===== config.mk =====
export PLATFORM = sky130hd
export DESIGN_NAME = svc_sram_arbiter
export DESIGN_NICKNAME = d
export VERILOG_FILES = /design/src/rtl/svc_sram_arbiter.sv
export SDC_FILE = /design/constraint.sdc
export NUM_CORES = 1
export LEC_CHECK = 0
export CORE_MARGIN = 2
export CORE_UTILIZATION = 30
export CTS_BUF_LIST = sky130_fd_sc_hd__clkbuf_4 sky130_fd_sc_hd__clkbuf_8
export DETAILED_ROUTE_END_ITERATION = 10
export GPL_ROUTABILITY_DRIVEN = 1
export PLACE_DENSITY = 0.77
export SLEW_MARGIN = 5
export SYNTH_ARGS = -nofsm -noshare
export SYNTH_HDL_FRONTEND = slang
export SYNTH_SLANG_ARGS = --single-unit

===== constraint.sdc =====
create_clock -name clk -period 3.35 [get_ports clk]
set_input_delay 0.5025 -clock clk [delete_from_list [all_inputs] [get_ports clk]]
set_output_delay 0.5025 -clock clk [all_outputs]
set_load 0.01 [all_outputs]

===== src/rtl/svc_sram_arbiter.sv =====
// Round-robin arbiter sharing one SRAM command/read-response port among NUM_M requesters.
// Optional per-requester grant counters on port grant_cnt when SVC_SRAM_ARB_STATS_EN is defined.
module svc_sram_arbiter #(
   parameter int NUM_M           = 2,
   parameter int SRAM_ADDR_WIDTH = 15,
   parameter int SRAM_DATA_WIDTH = 16,
   parameter int META_WIDTH      = 5,
   parameter int IDX_W           = (NUM_M > 1) ? $clog2(NUM_M) : 1
) (
   input  logic                                   clk,
   input  logic                                   rst_n,
   input  logic [NUM_M-1:0]                       s_cmd_valid,
   output logic [NUM_M-1:0]                       s_cmd_ready,
   input  logic [NUM_M-1:0]                       s_cmd_wr_en,
   input  logic [NUM_M*SRAM_ADDR_WIDTH-1:0]       s_cmd_addr,
   input  logic [NUM_M*META_WIDTH-1:0]            s_cmd_meta,
   input  logic [NUM_M*SRAM_DATA_WIDTH-1:0]       s_cmd_wr_data,
   input  logic [NUM_M*(SRAM_DATA_WIDTH/8)-1:0]   s_cmd_wr_strb,
   output logic [NUM_M-1:0]                       s_rd_resp_valid,
   input  logic [NUM_M-1:0]                       s_rd_resp_ready,
   output logic [SRAM_DATA_WIDTH-1:0]             s_rd_resp_data,
   output logic [META_WIDTH-1:0]                  s_rd_resp_meta,
   output logic                                   m_sram_cmd_valid,
   input  logic                                   m_sram_cmd_ready,
   output logic                                   m_sram_cmd_wr_en,
   output logic [SRAM_ADDR_WIDTH-1:0]             m_sram_cmd_addr,
   output logic [META_WIDTH+IDX_W-1:0]            m_sram_cmd_meta,
   output logic [SRAM_DATA_WIDTH-1:0]             m_sram_cmd_wr_data,
   output logic [SRAM_DATA_WIDTH/8-1:0]           m_sram_cmd_wr_strb,
   input  logic                                   m_sram_rd_resp_valid,
   output logic                                   m_sram_rd_resp_ready,
   input  logic [SRAM_DATA_WIDTH-1:0]             m_sram_rd_resp_data,
   input  logic [META_WIDTH+IDX_W-1:0]            m_sram_rd_resp_meta
`ifdef SVC_SRAM_ARB_STATS_EN
   ,
   output logic [NUM_M*16-1:0]                    grant_cnt
`endif
);

   localparam int STRB_W = SRAM_DATA_WIDTH / 8;
   localparam int SCAN_W = IDX_W + 1;

   logic                        r_cmd_valid;
   logic                        r_cmd_wr_en;
   logic [SRAM_ADDR_WIDTH-1:0]  r_cmd_addr;
   logic [META_WIDTH+IDX_W-1:0] r_cmd_meta;
   logic [SRAM_DATA_WIDTH-1:0]  r_cmd_wr_data;
   logic [STRB_W-1:0]           r_cmd_wr_strb;
   logic [IDX_W-1:0]            r_rr_ptr;

   logic                        w_load;
   logic                        w_winner_valid;
   logic [IDX_W-1:0]            w_winner;
   logic [SCAN_W-1:0]           w_scan;
   logic [IDX_W-1:0]            w_tag;
   logic [NUM_M-1:0]            w_tag_match;

   logic [SRAM_ADDR_WIDTH-1:0]  w_addr    [NUM_M];
   logic [META_WIDTH-1:0]       w_meta    [NUM_M];
   logic [SRAM_DATA_WIDTH-1:0]  w_wr_data [NUM_M];
   logic [STRB_W-1:0]           w_wr_strb [NUM_M];

   assign w_load = !r_cmd_valid || m_sram_cmd_ready;
   assign w_tag  = m_sram_rd_resp_meta[META_WIDTH +: IDX_W];

   genvar gi;
   generate
      for (gi = 0; gi < NUM_M; gi++) begin : g_req
         assign w_addr[gi]    = s_cmd_addr[gi*SRAM_ADDR_WIDTH +: SRAM_ADDR_WIDTH];
         assign w_meta[gi]    = s_cmd_meta[gi*META_WIDTH +: META_WIDTH];
         assign w_wr_data[gi] = s_cmd_wr_data[gi*SRAM_DATA_WIDTH +: SRAM_DATA_WIDTH];
         assign w_wr_strb[gi] = s_cmd_wr_strb[gi*STRB_W +: STRB_W];

         assign s_cmd_ready[gi]     = w_load && w_winner_valid && (w_winner == IDX_W'(gi));
         assign w_tag_match[gi]     = (w_tag == IDX_W'(gi));
         assign s_rd_resp_valid[gi] = m_sram_rd_resp_valid && w_tag_match[gi];
      end
   endgenerate

   // Scan requesters starting at the round-robin pointer, wrapping modulo NUM_M.
   always_comb begin
      w_winner_valid = 1'b0;
      w_winner       = '0;
      w_scan         = '0;
      for (int k = 0; k < NUM_M; k++) begin
         w_scan = {1'b0, r_rr_ptr} + SCAN_W'(k);
         if (w_scan >= SCAN_W'(NUM_M))
            w_scan = w_scan - SCAN_W'(NUM_M);
         if (!w_winner_valid && s_cmd_valid[w_scan[IDX_W-1:0]]) begin
            w_winner_valid = 1'b1;
            w_winner       = w_scan[IDX_W-1:0];
         end
      end
   end

   always_ff @(posedge clk or negedge rst_n) begin
      if (!rst_n) begin
         r_cmd_valid   <= 1'b0;
         r_cmd_wr_en   <= 1'b0;
         r_cmd_addr    <= '0;
         r_cmd_meta    <= '0;
         r_cmd_wr_data <= '0;
         r_cmd_wr_strb <= '0;
         r_rr_ptr      <= '0;
      end else if (w_load) begin
         if (w_winner_valid) begin
            r_cmd_valid   <= 1'b1;
            r_cmd_wr_en   <= s_cmd_wr_en[w_winner];
            r_cmd_addr    <= w_addr[w_winner];
            r_cmd_meta    <= {w_winner, w_meta[w_winner]};
            r_cmd_wr_data <= w_wr_data[w_winner];
            r_cmd_wr_strb <= w_wr_strb[w_winner];
            r_rr_ptr      <= (w_winner == IDX_W'(NUM_M-1)) ? '0 : w_winner + 1'b1;
         end else begin
            r_cmd_valid <= 1'b0;
         end
      end
   end

   assign m_sram_cmd_valid   = r_cmd_valid;
   assign m_sram_cmd_wr_en   = r_cmd_wr_en;
   assign m_sram_cmd_addr    = r_cmd_addr;
   assign m_sram_cmd_meta    = r_cmd_meta;
   assign m_sram_cmd_wr_data = r_cmd_wr_data;
   assign m_sram_cmd_wr_strb = r_cmd_wr_strb;

   // A tag matching no requester is accepted and dropped so the SRAM never stalls on it.
   assign m_sram_rd_resp_ready = ~(|w_tag_match) | (|(w_tag_match & s_rd_resp_ready));
   assign s_rd_resp_data       = m_sram_rd_resp_data;
   assign s_rd_resp_meta       = m_sram_rd_resp_meta[META_WIDTH-1:0];

`ifdef SVC_SRAM_ARB_STATS_EN
   generate
      for (gi = 0; gi < NUM_M; gi++) begin : g_stats
         logic [15:0] r_grant_cnt;
         always_ff @(posedge clk or negedge rst_n) begin
            if (!rst_n)
               r_grant_cnt <= '0;
            else if (s_cmd_valid[gi] && s_cmd_ready[gi] && r_grant_cnt != 16'hFFFF)
               r_grant_cnt <= r_grant_cnt + 16'd1;
         end
         assign grant_cnt[gi*16 +: 16] = r_grant_cnt;
      end
   endgenerate
`endif

endmodule

==> results of run 1 <==
cells by family (layout without fill, tap and decap cells):
family / Yosys count / after routing / share of synthesized area [%]
simple gates: 47 / 47 / 14.6
flops: 42 / 42 / 51.6
mux: 1 / 1 / 0.553
buf+inv: 38 / 143 / 12.7
compound gates: 43 / 43 / 20.5
sequential cells by signal (all words and copies together) (netlist names):
register            cells
m_sram_cmd_wr_strb      2
m_sram_cmd_valid        1
m_sram_cmd_meta         6
m_sram_cmd_wr_data     16
m_sram_cmd_wr_en        1
m_sram_cmd_addr        15
r_rr_ptr                1
metal layers:
layer | wire length, µm | vias up | track usage, % | part of all wire (%)
li1 | - | 852 | - | -
met5 | 0 | - | 0 | 0
met2 | 2950 | 96 | 28.2 | 49
met4 | 105 | 0 | 5.68 | 1.7
met1 | 2540 | 890 | 18.4 | 42
met3 | 452 | 15 | 4.00 | 7.5
worst paths after layout:
check	end	slack, ns	from	depth (start not counted)
max	s_cmd_ready[0]	0.74	m_sram_cmd_ready	4
min	m_sram_cmd_addr[13]$_DFFE_PN0P_	0.33	rst_n	1
max reg2reg	m_sram_cmd_wr_data[3]$_DFFE_PN0P_	1.58	m_sram_cmd_valid$_DFFE_PN0P_	4
min reg2reg	m_sram_cmd_meta[5]$_DFFE_PN0P_	0.49	m_sram_cmd_meta[5]$_DFFE_PN0P_	1
max in group asynchronous	m_sram_cmd_addr[8]$_DFFE_PN0P_	2.42	rst_n	1
min in group clk	m_sram_cmd_meta[5]$_DFFE_PN0P_	0.49	m_sram_cmd_meta[5]$_DFFE_PN0P_	1
power breakdown:
group	internal [W]	switching [W]
Combinational	0.000309	0.000171
Sequential	0.000588	0.0000501
Clock	0.000222	0.000183
cell usage in the layout (no fill, tap or decap), types with 2 or more instances in the layout:
| master | synthesis | routed |
|---|---|---|
| and3_1 | 40 | 40 |
| a221o_1 | 39 | 39 |
| buf_4 | 21 | 3 |
| dfrtp_1 | 42 | 42 |
| clkbuf_8 | 0 | 5 |
| a21o_1 | 2 | 2 |
| clkinvlp_4 | 0 | 2 |
| clkdlybuf4s50_1 | 0 | 131 |
| and2_1 | 2 | 2 |
through the flow:
stage	util [%]	std cells	setup WS, ns	power, W
6_report	50.1	356	0.743	0.00152
5_1_grt	50.1	356	0.662	0.00160
4_1_cts	50.1	356	0.752	0.00154
3_5_place_dp	48.4	348	0.755	0.00113
3_3_place_gp	48.4	348	0.755	0.00112
2_1_floorplan	-	171	1.69	0.000846
final cells by class:
class                      count  area, µm²  share of cell area, %
clock inverter                 3       45.0                   1.35
multi-input combinational     91        741                   22.1
tap                           80        100                   2.99
timing repair buffer         135       1340                   40.0
clock buffer                   5       68.8                   2.06
sequential                    42       1050                   31.4
==> impl_table.tex, run 1 <==
\begin{tabular}{lr}
\hline
Metric & Value \\
\hline
\multicolumn{2}{l}{\textbf{Synthesis}} \\
\quad Synth area leaders & dfrtp\_1, a221o\_1, and3\_1, buf\_4, buf\_6 \\
\quad Proportion of synthesized flip-flops having asynchronous set or reset & 100\% \\
\quad Synthesized net count & 279 \\
\quad Mapped Cells & 171 \\
\quad Mapped Avg Cell Area & 11.9 µm² \\
\quad Number of distinct standard cells referenced by the synthesized netlist & 16 \\
\quad Commonest cells in the synthesized netlist & dfrtp\_1, and3\_1, a221o\_1 \\
\quad Primary flip-flop cell chosen by synthesis mapping & dfrtp\_1 \\
\quad Total of flip-flops plus latches after synthesis & 42 \\
\quad Summed instance area of the synthesized netlist & 0.00204 mm² \\
\quad Dominant cell type by area after synthesis & dfrtp\_1 \\
\quad Number of enable flip-flop cells after synthesis & 0 \\
\quad Count of yosys warnings during synthesis & 0 \\
\quad Sequential fraction of the synthesis area & 51.6\% \\
\quad Dominant cell by count in the synthesized netlist & dfrtp\_1 \\
\quad Area share of the largest cell type after synthesis & 51.6\% \\
\multicolumn{2}{l}{\textbf{Worst setup path}} \\
\quad Top Family by Delay on Critical Path & buffers and inverters \\
\quad Cell with the largest stage delay on the worst path & clkdlybuf4s50\_1 \\
\quad Bufs and invs on worst path & 2 \\
\quad CP required & 2.85 ns \\
\quad Slowest stage delay, CP & between 0.5 and 0.6 ns \\
\quad Type of destination of the critical path & output pin \\
\quad Arrival time at the worst endpoint & 2.10 ns \\
\quad Cell chain of the critical path & clkdlybuf4s50\_1 -> nand2b\_4 -> and2\_1 -> clkdlybuf4s50\_1 \\
\quad Crit path launch type & input pin \\
\quad Most frequent CP cell & clkdlybuf4s50\_1 \\
\quad Setup Crit Path Kind & input pin to output pin \\
\quad Highest fanout seen on the critical path & 43 \\
\multicolumn{2}{l}{\textbf{STA}} \\
\quad Setup\_tns & 0 ns \\
\quad Worst slack on hold paths & 0.334 ns \\
\quad Worst slew margin & 37.6\% \\
\quad Achievable frequency & 384 MHz \\
\quad Final period utilization & 77.8\% \\
\quad Final clock skew & 0.0117 ns \\
\quad Tmin final & roughly 2.6 ns \\
\quad Actual slew at the worst max-slew pin & 0.936 ns \\
\quad Max-slew violation count & 0 \\
\quad RSZ-0062 raised after global routing & no \\
\quad Setup violations, final & 0 \\
\quad Number of failing hold endpoints at the final stage & 0 \\
\multicolumn{2}{l}{\textbf{Power and ir drop}} \\
\quad Static power due to leakage & roughly 1.5 nW \\
\quad Total power density per cell area & between 400 and 500 mW/mm² \\
\quad Worst supply voltage drop on vdd & 227 µV \\
\multicolumn{2}{l}{\textbf{Routing}} \\
\quad Total wirelength of the detailed-routed design & just over 6 mm \\
\quad Routed len/inst & 17.0 µm \\
\quad Residual DRC & 0 \\
\quad Drt pass-1 iters & 4 \\
\quad Antenna Violating Nets Remaining & 0 \\
\quad Drt first-iter violations & 60 \\
\quad Number of vias after detailed routing & 1853 \\
\quad Number of vias per cell after detailed routing & 5.21 \\
\multicolumn{2}{l}{\textbf{Clock network}} \\
\quad CTS tree & yes \\
\quad Number of buffers inserted by hold repair at cts & 0 \\
\quad Post-cts gate resize count & 0 \\
\quad H-Tree Depth & 2 \\
\quad Inserted Clock Buffers & 5 \\
\quad \# clock sinks & 42 \\
\quad Root buffer selected by CTS & clkbuf\_8 \\
\quad Worst-path clk slew & 0.09 ns \\
\quad Later-pin clock latency in the skew report & 0.30 ns \\
\quad Number of buffers inserted to repair setup after CTS & 0 \\
\quad Maximum clock path buffer count & 2 \\
\multicolumn{2}{l}{\textbf{Floorplan}} \\
\quad Chip Height & between 80 and 90 µm \\
\quad Starting utilization of the core area & between 30\% and 40\% \\
\quad Number of placement rows & 30 \\
\quad IO Count & 175 \\
\quad Horizontal die dimension & 86.4 µm \\
\quad Area of the core & between 0.006 and 0.007 mm² \\
\quad Die Area & 0.00746 mm² \\
\multicolumn{2}{l}{\textbf{Cells and area}} \\
\quad Fillers & 639 \\
\quad Final net count & 383 \\
\quad Antenna fix cells & 0 \\
\quad Layout cell share with drive strength beyond 1 & 5.80\% \\
\quad Fin area & roughly 0.0033 mm² \\
\quad Area growth from synthesis to layout & 64.3\% \\
\multicolumn{2}{l}{\textbf{Status}} \\
\quad Result of the run & finished, final reports clean \\
\multicolumn{2}{l}{\textbf{Global route}} \\
\quad Global-route wire length before repair & about 9.3 mm \\
\quad Pin count of the biggest net entering global routing & between 40 and 50 \\
\quad Overall Global Routing Usage & 15.8\% \\
\quad Via count of the first global-routing pass & slightly below 2k \\
\quad Remaining Overflow, GRT & 0 \\
\quad Antenna violations before repair & 0 \\
\multicolumn{2}{l}{\textbf{Run}} \\
\quad Max Cap Violations & 0 \\
\multicolumn{2}{l}{\textbf{Place}} \\
\quad Placed Instance Area & 0.00323 mm² \\
\quad GP Congestion & 0.780 \\
\quad Port Buf Inserts & between 100 and 150 \\
\quad Placed wire-length estimate & 4.25 mm \\
\multicolumn{2}{l}{\textbf{Hold path}} \\
\quad Path category of the worst min-delay check & input pin to asynchronous set/reset pin \\
\hline
\end{tabular}
Power figures use the tool's default switching activity.
==> inputs of run 2 (changes only) <==
==> constraint.sdc (replaced) <==
create_clock -name clk -period 2.5 [get_ports clk]
set_input_delay 0.375 -clock clk [delete_from_list [all_inputs] [get_ports clk]]
set_output_delay 0.375 -clock clk [all_outputs]
set_load 0.01 [all_outputs]
==> impl_table.tex, run 2 (synthesis results as in run 1) <==
\begin{tabular}{lr}
\hline
Metric & Value \\
\hline
\multicolumn{2}{l}{\textbf{STA}} \\
\quad Final clock skew & 0.00682 ns (-0.00488 ns) \\
\quad Setup\_tns & 0 ns (unchanged) \\
\quad Achievable frequency & 447 MHz \\
\quad Max-slew violation count & 0 (unchanged) \\
\quad Setup violations, final & 0 (unchanged) \\
\quad Tmin final & roughly 2.2 ns \\
\quad Worst slew margin & 37.8\% (+0.14 points) \\
\quad Actual slew at the worst max-slew pin & 0.933 ns (-0.00206 ns) \\
\quad Final period utilization & around 89\% \\
\quad Number of failing hold endpoints at the final stage & 0 (unchanged) \\
\quad Crit path setup slack, layout & 0.263 ns (-0.480 ns) \\
\quad RSZ-0062 raised after global routing & no \\
\quad Worst slack on hold paths & 0.216 ns (-0.118 ns) \\
\multicolumn{2}{l}{\textbf{Global route}} \\
\quad Overall Global Routing Usage & 16.3\% (+0.46 points) \\
\quad Via count of the first global-routing pass & 1913 (-0.52\%) \\
\quad Pin count of the biggest net entering global routing & 43 (-2.3\%) \\
\quad Remaining Overflow, GRT & 0 (unchanged) \\
\quad Global-route wire length before repair & 9.45 mm (+2.2\%) \\
\quad Antenna violations before repair & 0 (unchanged) \\
\multicolumn{2}{l}{\textbf{Worst setup path}} \\
\quad Cell with the largest stage delay on the worst path & clkdlybuf4s50\_1 \\
\quad Setup Crit Path Kind & input pin to output pin \\
\quad Reg2Reg Depth & 4 (unchanged) \\
\quad Crit Reg-Reg Endpoint & m\_sram\_cmd\_wr\_data[0]\$\_DFFE\_PN0P\_ \\
\quad Most frequent CP cell & clkdlybuf4s50\_1 \\
\quad Top Family by Delay on Critical Path & buffers and inverters \\
\quad Highest fanout seen on the critical path & 4 (-91\%) \\
\quad Type of destination of the critical path & output pin \\
\quad Slowest stage delay, CP & 0.57 ns (+0.02 ns) \\
\quad Bufs and invs on worst path & 2 (unchanged) \\
\quad Arrival time at the worst endpoint & 1.86 ns (-0.24 ns) \\
\quad CP required & 2.12 ns (-0.73 ns) \\
\quad Worst R2R Start & r\_rr\_ptr\$\_DFFE\_PN0P\_ \\
\quad Crit path launch type & input pin \\
\quad FF-to-FF setup slack & 0.92 ns (-0.66 ns) \\
\quad Cell chain of the critical path & clkdlybuf4s50\_1 -> a21boi\_2 -> and2\_1 -> clkdlybuf4s50\_1 \\
\multicolumn{2}{l}{\textbf{Status}} \\
\quad Result of the run & finished, final reports clean \\
\multicolumn{2}{l}{\textbf{Cells and area}} \\
\quad Layout cell share with drive strength beyond 1 & 6.81\% (+1.0 points) \\
\quad Antenna fix cells & 0 (unchanged) \\
\quad Commonest non-fill, non-tap cells in the layout & clkdlybuf4s50\_1, dfrtp\_1, and3\_1, a221o\_1 \\
\quad Fillers & 628 (-1.7\%) \\
\quad Utilization after layout & 50.8\% (+0.77 points) \\
\quad Largest register FFs & 16 (unchanged) \\
\quad Leading cell type in the layout, fill and taps excluded & clkdlybuf4s50\_1 \\
\quad Final net count & 386 (+0.78\%) \\
\quad Area growth from synthesis to layout & 66.8\% \\
\multicolumn{2}{l}{\textbf{Clock network}} \\
\quad \# clock sinks & 42 (unchanged) \\
\quad Maximum clock path buffer count & 2 (unchanged) \\
\quad H-Tree Depth & 2 (unchanged) \\
\quad Inserted Clock Buffers & 5 (unchanged) \\
\quad Worst-path clk slew & 0.09 ns (about the same) \\
\quad CTS tree & yes \\
\quad Root buffer selected by CTS & clkbuf\_8 \\
\quad Number of buffers inserted by hold repair at cts & 0 (unchanged) \\
\quad Later-pin clock latency in the skew report & 0.29 ns (about the same) \\
\quad Number of buffers inserted to repair setup after CTS & 0 (unchanged) \\
\quad Post-cts gate resize count & 0 (unchanged) \\
\multicolumn{2}{l}{\textbf{Floorplan}} \\
\quad Die Area & 0.00746 mm² (unchanged) \\
\quad Starting utilization of the core area & 30.5\% (unchanged) \\
\quad Horizontal die dimension & 86.4 µm (unchanged) \\
\quad Area of the core & 0.00668 mm² (unchanged) \\
\quad IO Count & 175 (unchanged) \\
\quad Number of placement rows & 30 (unchanged) \\
\quad Chip Height & 86.4 µm (unchanged) \\
\multicolumn{2}{l}{\textbf{Power and ir drop}} \\
\quad Cell-internal power & 0.00163 W (+46\%) \\
\quad Share of total power consumed by net switching & 24.8\% (-1.7 points) \\
\quad Static power due to leakage & 1.53 nW (+2.4\%) \\
\quad Worst supply voltage drop on vdd & 265 µV (+17\%) \\
\quad Combinational group share of total power & 30.1\% (-1.4 points) \\
\quad Clk network pwr share & 30.6\% (+4.0 points) \\
\quad Total power density per cell area & 639 mW/mm² (+40\%) \\
\quad Net Switching & 0.000538 W (+33\%) \\
\quad Share of total power in sequential cells & 39.3\% (-2.6 points) \\
\multicolumn{2}{l}{\textbf{Routing}} \\
\quad Number of vias per cell after detailed routing & 5.19 (-0.19\%) \\
\quad Residual DRC & 0 (unchanged) \\
\quad Total wirelength of the detailed-routed design & 6.11 mm (+1.0\%) \\
\quad Drt first-iter violations & 71 (+18\%) \\
\quad Antenna Violating Nets Remaining & 0 (unchanged) \\
\quad Number of vias after detailed routing & 1865 (+0.65\%) \\
\quad Routed len/inst & 17.0 µm (+0.16\%) \\
\quad Drt pass-1 iters & 4 (unchanged) \\
\multicolumn{2}{l}{\textbf{Place}} \\
\quad GP Congestion & 0.686 (-12\%) \\
\quad Worst slack after detailed placement & 0.273 ns (-0.482 ns) \\
\quad Port Buf Inserts & 132 (unchanged) \\
\quad Placed wire-length estimate & 4.26 mm (+0.30\%) \\
\multicolumn{2}{l}{\textbf{Run}} \\
\quad Max Cap Violations & 0 (unchanged) \\
\multicolumn{2}{l}{\textbf{Hold path}} \\
\quad Path category of the worst min-delay check & input pin to asynchronous set/reset pin \\
\hline
\end{tabular}
==> run 2: how the worst max path moves through the flow <==
stage                        start        endpoint  slack (ns)  cells after the start
global route        s_cmd_valid[0]  s_cmd_ready[0]        0.21                      4
finish              s_cmd_valid[0]  s_cmd_ready[0]        0.26                      4
CTS                 s_cmd_valid[0]  s_cmd_ready[0]        0.26                      4
detailed placement  s_cmd_valid[0]  s_cmd_ready[0]        0.27                      4
floorplan           s_cmd_valid[0]  s_cmd_ready[0]        1.10                      3
global placement    s_cmd_valid[0]  s_cmd_ready[0]        0.27                      4
==> run 2: area by class of cell <==
cell class | instances | area [µm²] | share of cell area, %
timing repair buffer | 138 | 1360 | 40.1
sequential | 42 | 1050 | 31.0
multi-input combinational | 91 | 741 | 21.8
tap | 80 | 100 | 2.95
clock buffer | 6 | 82.6 | 2.43
clock inverter | 2 | 60.1 | 1.77
==> run 2: per-layer routing <==
metal | vias up | wire length (µm) | track usage, %
met5 | - | 0 | 0
met4 | 0 | 88 | 5.40
met3 | 12 | 526 | 5.62
met2 | 92 | 2880 | 27.4
met1 | 906 | 2620 | 19.5
li1 | 855 | - | -
==> run 2: per-stage QoR <==
| stage | total power [W] | area, µm² | std cells |
|---|---|---|---|
| 2_1_floorplan | 0.00113 | 2040 | 171 |
| 3_3_place_gp | 0.00151 | 3250 | 351 |
| 3_5_place_dp | 0.00152 | 3250 | 351 |
| 4_1_cts | 0.00220 | 3400 | 359 |
| 5_1_grt | 0.00227 | 3400 | 359 |
| 6_report | 0.00217 | 3400 | 359 |
==> run 2: power by group through the flow <==
stage / combinational (W) / sequential (W) / clock, W
global placement: 0.000645 / 0.000862 / 0
CTS: 0.000663 / 0.000854 / 0.000683
detailed placement: 0.000662 / 0.000863 / 0
floorplan: 0.000222 / 0.000911 / 0
finish: 0.000653 / 0.000854 / 0.000664
global route: 0.000698 / 0.000865 / 0.000707
==> inputs of run 3 (changes only) <==
--- a/config.mk
+++ b/config.mk
@@ -6,11 +6,11 @@
 export NUM_CORES = 1
 export LEC_CHECK = 0
 export CORE_MARGIN = 2
-export CORE_UTILIZATION = 30
+export CORE_UTILIZATION = 33
 export CTS_BUF_LIST = sky130_fd_sc_hd__clkbuf_4 sky130_fd_sc_hd__clkbuf_8
 export DETAILED_ROUTE_END_ITERATION = 10
 export GPL_ROUTABILITY_DRIVEN = 1
-export PLACE_DENSITY = 0.77
+export PLACE_DENSITY = 0.83
 export SLEW_MARGIN = 5
 export SYNTH_ARGS = -nofsm -noshare
 export SYNTH_HDL_FRONTEND = slang
==> impl_table.tex, run 3 (synthesis results as in run 1) <==
\begin{tabular}{lr}
\hline
Metric & Value \\
\hline
\multicolumn{2}{l}{\textbf{STA}} \\
\quad Crit path setup slack, layout & 0.251 ns (-0.0115 ns) \\
\quad Actual slew at the worst max-slew pin & 0.927 ns (-0.00601 ns) \\
\quad Tmin final & 2.25 ns (+0.0115 ns) \\
\quad Achievable frequency & 445 MHz (-0.51\%) \\
\quad Setup violations, final & 0 (unchanged) \\
\quad Setup\_tns & 0 ns (unchanged) \\
\quad Final period utilization & 89.9\% (+0.46 points) \\
\quad Worst slew margin & 38.2\% (+0.40 points) \\
\quad RSZ-0062 raised after global routing & no \\
\quad Max-slew violation count & 0 (unchanged) \\
\quad Number of failing hold endpoints at the final stage & 0 (unchanged) \\
\quad Final clock skew & 0.00380 ns (-0.00302 ns) \\
\multicolumn{2}{l}{\textbf{Routing}} \\
\quad Drt pass-1 iters & 4 (unchanged) \\
\quad Antenna Violating Nets Remaining & 0 (unchanged) \\
\quad Residual DRC & 0 (unchanged) \\
\quad Number of vias after detailed routing & 1871 (+0.32\%) \\
\quad Number of vias per cell after detailed routing & 5.29 (+1.7\%) \\
\quad Routed len/inst & 17.2 µm (+1.0\%) \\
\quad Drt first-iter violations & 64 (-9.9\%) \\
\quad Total wirelength of the detailed-routed design & 6.09 mm (-0.36\%) \\
\multicolumn{2}{l}{\textbf{Clock network}} \\
\quad Later-pin clock latency in the skew report & 0.29 ns (about the same) \\
\quad CTS tree & yes \\
\quad Inserted Clock Buffers & 5 (unchanged) \\
\quad \# clock sinks & 42 (unchanged) \\
\quad Root buffer selected by CTS & clkbuf\_8 \\
\quad H-Tree Depth & 2 (unchanged) \\
\quad Number of buffers inserted to repair setup after CTS & 0 (unchanged) \\
\quad Post-cts gate resize count & 0 (unchanged) \\
\quad Maximum clock path buffer count & 2 (unchanged) \\
\quad Number of buffers inserted by hold repair at cts & 0 (unchanged) \\
\quad Worst-path clk slew & 0.08 ns (about the same) \\
\multicolumn{2}{l}{\textbf{Power and ir drop}} \\
\quad Total power density per cell area & 609 mW/mm² (-4.7\%) \\
\quad Share of total power in sequential cells & 41.7\% (+2.4 points) \\
\quad Share of total power consumed by net switching & 25.4\% (+0.63 points) \\
\quad Post-layout power & 0.00205 W (-5.7\%) \\
\quad Static power due to leakage & 1.52 nW (-0.79\%) \\
\quad Cell-internal power & 0.00153 W (-6.5\%) \\
\quad Clk network pwr share & 26.3\% (-4.3 points) \\
\quad Combinational group share of total power & 31.9\% (+1.8 points) \\
\quad Worst supply voltage drop on vdd & 269 µV (+1.3\%) \\
\quad Net Switching & 0.000521 W (-3.3\%) \\
\multicolumn{2}{l}{\textbf{Global route}} \\
\quad Overall Global Routing Usage & 17.4\% (+1.1 points) \\
\quad Via count of the first global-routing pass & 1835 (-4.1\%) \\
\quad Pin count of the biggest net entering global routing & 43 (unchanged) \\
\quad Remaining Overflow, GRT & 0 (unchanged) \\
\quad Global-route wire length before repair & 8.89 mm (-5.9\%) \\
\quad Antenna violations before repair & 0 (unchanged) \\
\multicolumn{2}{l}{\textbf{Cells and area}} \\
\quad Layout cell share with drive strength beyond 1 & 6.81\% (unchanged) \\
\quad Area growth from synthesis to layout & 65.1\% \\
\quad Fillers & 529 (-16\%) \\
\quad Commonest non-fill, non-tap cells in the layout & clkdlybuf4s50\_1, dfrtp\_1, and3\_1, a221o\_1, buf\_4 \\
\quad Leading cell type in the layout, fill and taps excluded & clkdlybuf4s50\_1 \\
\quad Antenna fix cells & 0 (unchanged) \\
\quad Post-route insts no fill & 354 (-1.4\%) \\
\quad Largest register FFs & 16 (unchanged) \\
\quad Utilization after layout & 56.4\% (+5.6 points) \\
\quad Final net count & 386 (unchanged) \\
\multicolumn{2}{l}{\textbf{Worst setup path}} \\
\quad Arrival time at the worst endpoint & 1.87 ns (about the same) \\
\quad Setup Crit Path Kind & input pin to output pin \\
\quad Highest fanout seen on the critical path & 4 (unchanged) \\
\quad CP required & 2.12 ns (about the same) \\
\quad Crit path launch type & input pin \\
\quad Slowest stage delay, CP & 0.57 ns (about the same) \\
\quad Most frequent CP cell & clkdlybuf4s50\_1 \\
\quad Cell chain of the critical path & clkdlybuf4s50\_1 -> a21boi\_2 -> and2\_1 -> clkdlybuf4s50\_1 \\
\quad Cell with the largest stage delay on the worst path & clkdlybuf4s50\_1 \\
\quad Type of destination of the critical path & output pin \\
\multicolumn{2}{l}{\textbf{Floorplan}} \\
\quad Number of placement rows & 28 (-6.7\%) \\
\quad Area of the core & 0.00596 mm² (-11\%) \\
\quad Chip Height & 82.5 µm (-4.4\%) \\
\quad Horizontal die dimension & 82.5 µm (-4.4\%) \\
\quad Die Area & 0.00681 mm² (-8.7\%) \\
\quad IO Count & 175 (unchanged) \\
\quad Starting utilization of the core area & 34.2\% (+3.7 points) \\
\multicolumn{2}{l}{\textbf{Place}} \\
\quad Placed insts & 346 (-1.4\%) \\
\quad Worst slack after detailed placement & 0.251 ns (-0.0213 ns) \\
\quad Placed wire-length estimate & 4.24 mm (-0.52\%) \\
\quad GP Congestion & 0.760 (+11\%) \\
\quad Port Buf Inserts & 132 (unchanged) \\
\multicolumn{2}{l}{\textbf{Status}} \\
\quad Result of the run & finished, final reports clean \\
\multicolumn{2}{l}{\textbf{Hold path}} \\
\quad Path category of the worst min-delay check & input pin to asynchronous set/reset pin \\
\multicolumn{2}{l}{\textbf{Run}} \\
\quad Max Cap Violations & 0 (unchanged) \\
\hline
\end{tabular}
==> run 3: cell types whose count changed in the layout (fill, tap and decap cells not counted) <==
| cell | delta |
|---|---|
| bufinv_16 | -1 |
| clkbuf_4 | +2 |
| clkbuf_8 | -1 |
==> run 3: final timing paths <==
kind / from / to / slack [ns] / depth (start not counted)
max reg2reg: r_rr_ptr$_DFFE_PN0P_ / m_sram_cmd_wr_data[9]$_DFFE_PN0P_ / 0.94 / 4
min reg2reg: m_sram_cmd_meta[5]$_DFFE_PN0P_ / m_sram_cmd_meta[5]$_DFFE_PN0P_ / 0.49 / 1
min: rst_n / m_sram_cmd_addr[13]$_DFFE_PN0P_ / 0.22 / 1
min in group clk: m_sram_cmd_meta[5]$_DFFE_PN0P_ / m_sram_cmd_meta[5]$_DFFE_PN0P_ / 0.49 / 1
max: s_cmd_valid[0] / s_cmd_ready[0] / 0.25 / 4
max in group asynchronous: rst_n / m_sram_cmd_wr_data[13]$_DFFE_PN0P_ / 1.70 / 1
==> run 3: cell type report <==
cell class / instances / area (µm²) / area share, %
Timing Repair Buffer: 138 / 1360 / 40.5
Multi-Input combinational cell: 91 / 741 / 22.0
Clock inverter: 1 / 30.0 / 0.894
Tap cell: 75 / 93.8 / 2.79
Clock buffer: 7 / 83.8 / 2.49
Sequential cell: 42 / 1050 / 31.3
==> run 3: per-layer routing <==
layer	global-route usage (%)	vias to the layer above	wire length, µm
li1	-	856	-
met1	20.6	906	2520
met2	29.8	101	2900
met3	5.54	8	604
met4	5.74	0	61
met5	0	-	0
==> run 3: worst max-delay path, delay by kind of cell <==
family	cells	cell delay (ns)
buffers and inverters	2	1.13
and+or+nand+nor	1	0.17
AOI/OAI and AO/OA	1	0.20
==> run 3: power by group through the flow <==
stage / registers (W) / clock network, W / logic [W]
floorplan: 0.000911 / 0 / 0.000222
global placement: 0.000863 / 0 / 0.000647
detailed placement: 0.000863 / 0 / 0.000660
CTS: 0.000854 / 0.000559 / 0.000661
global route: 0.000866 / 0.000588 / 0.000699
finish: 0.000855 / 0.000539 / 0.000654
==> run 3: through the flow <==
step,hold slack (ns),cell area (µm²)
floorplan,0.0794,2040
global placement,0.460,3250
detailed placement,0.470,3250
CTS,0.249,3360
global route,0.290,3360
finish,0.222,3360
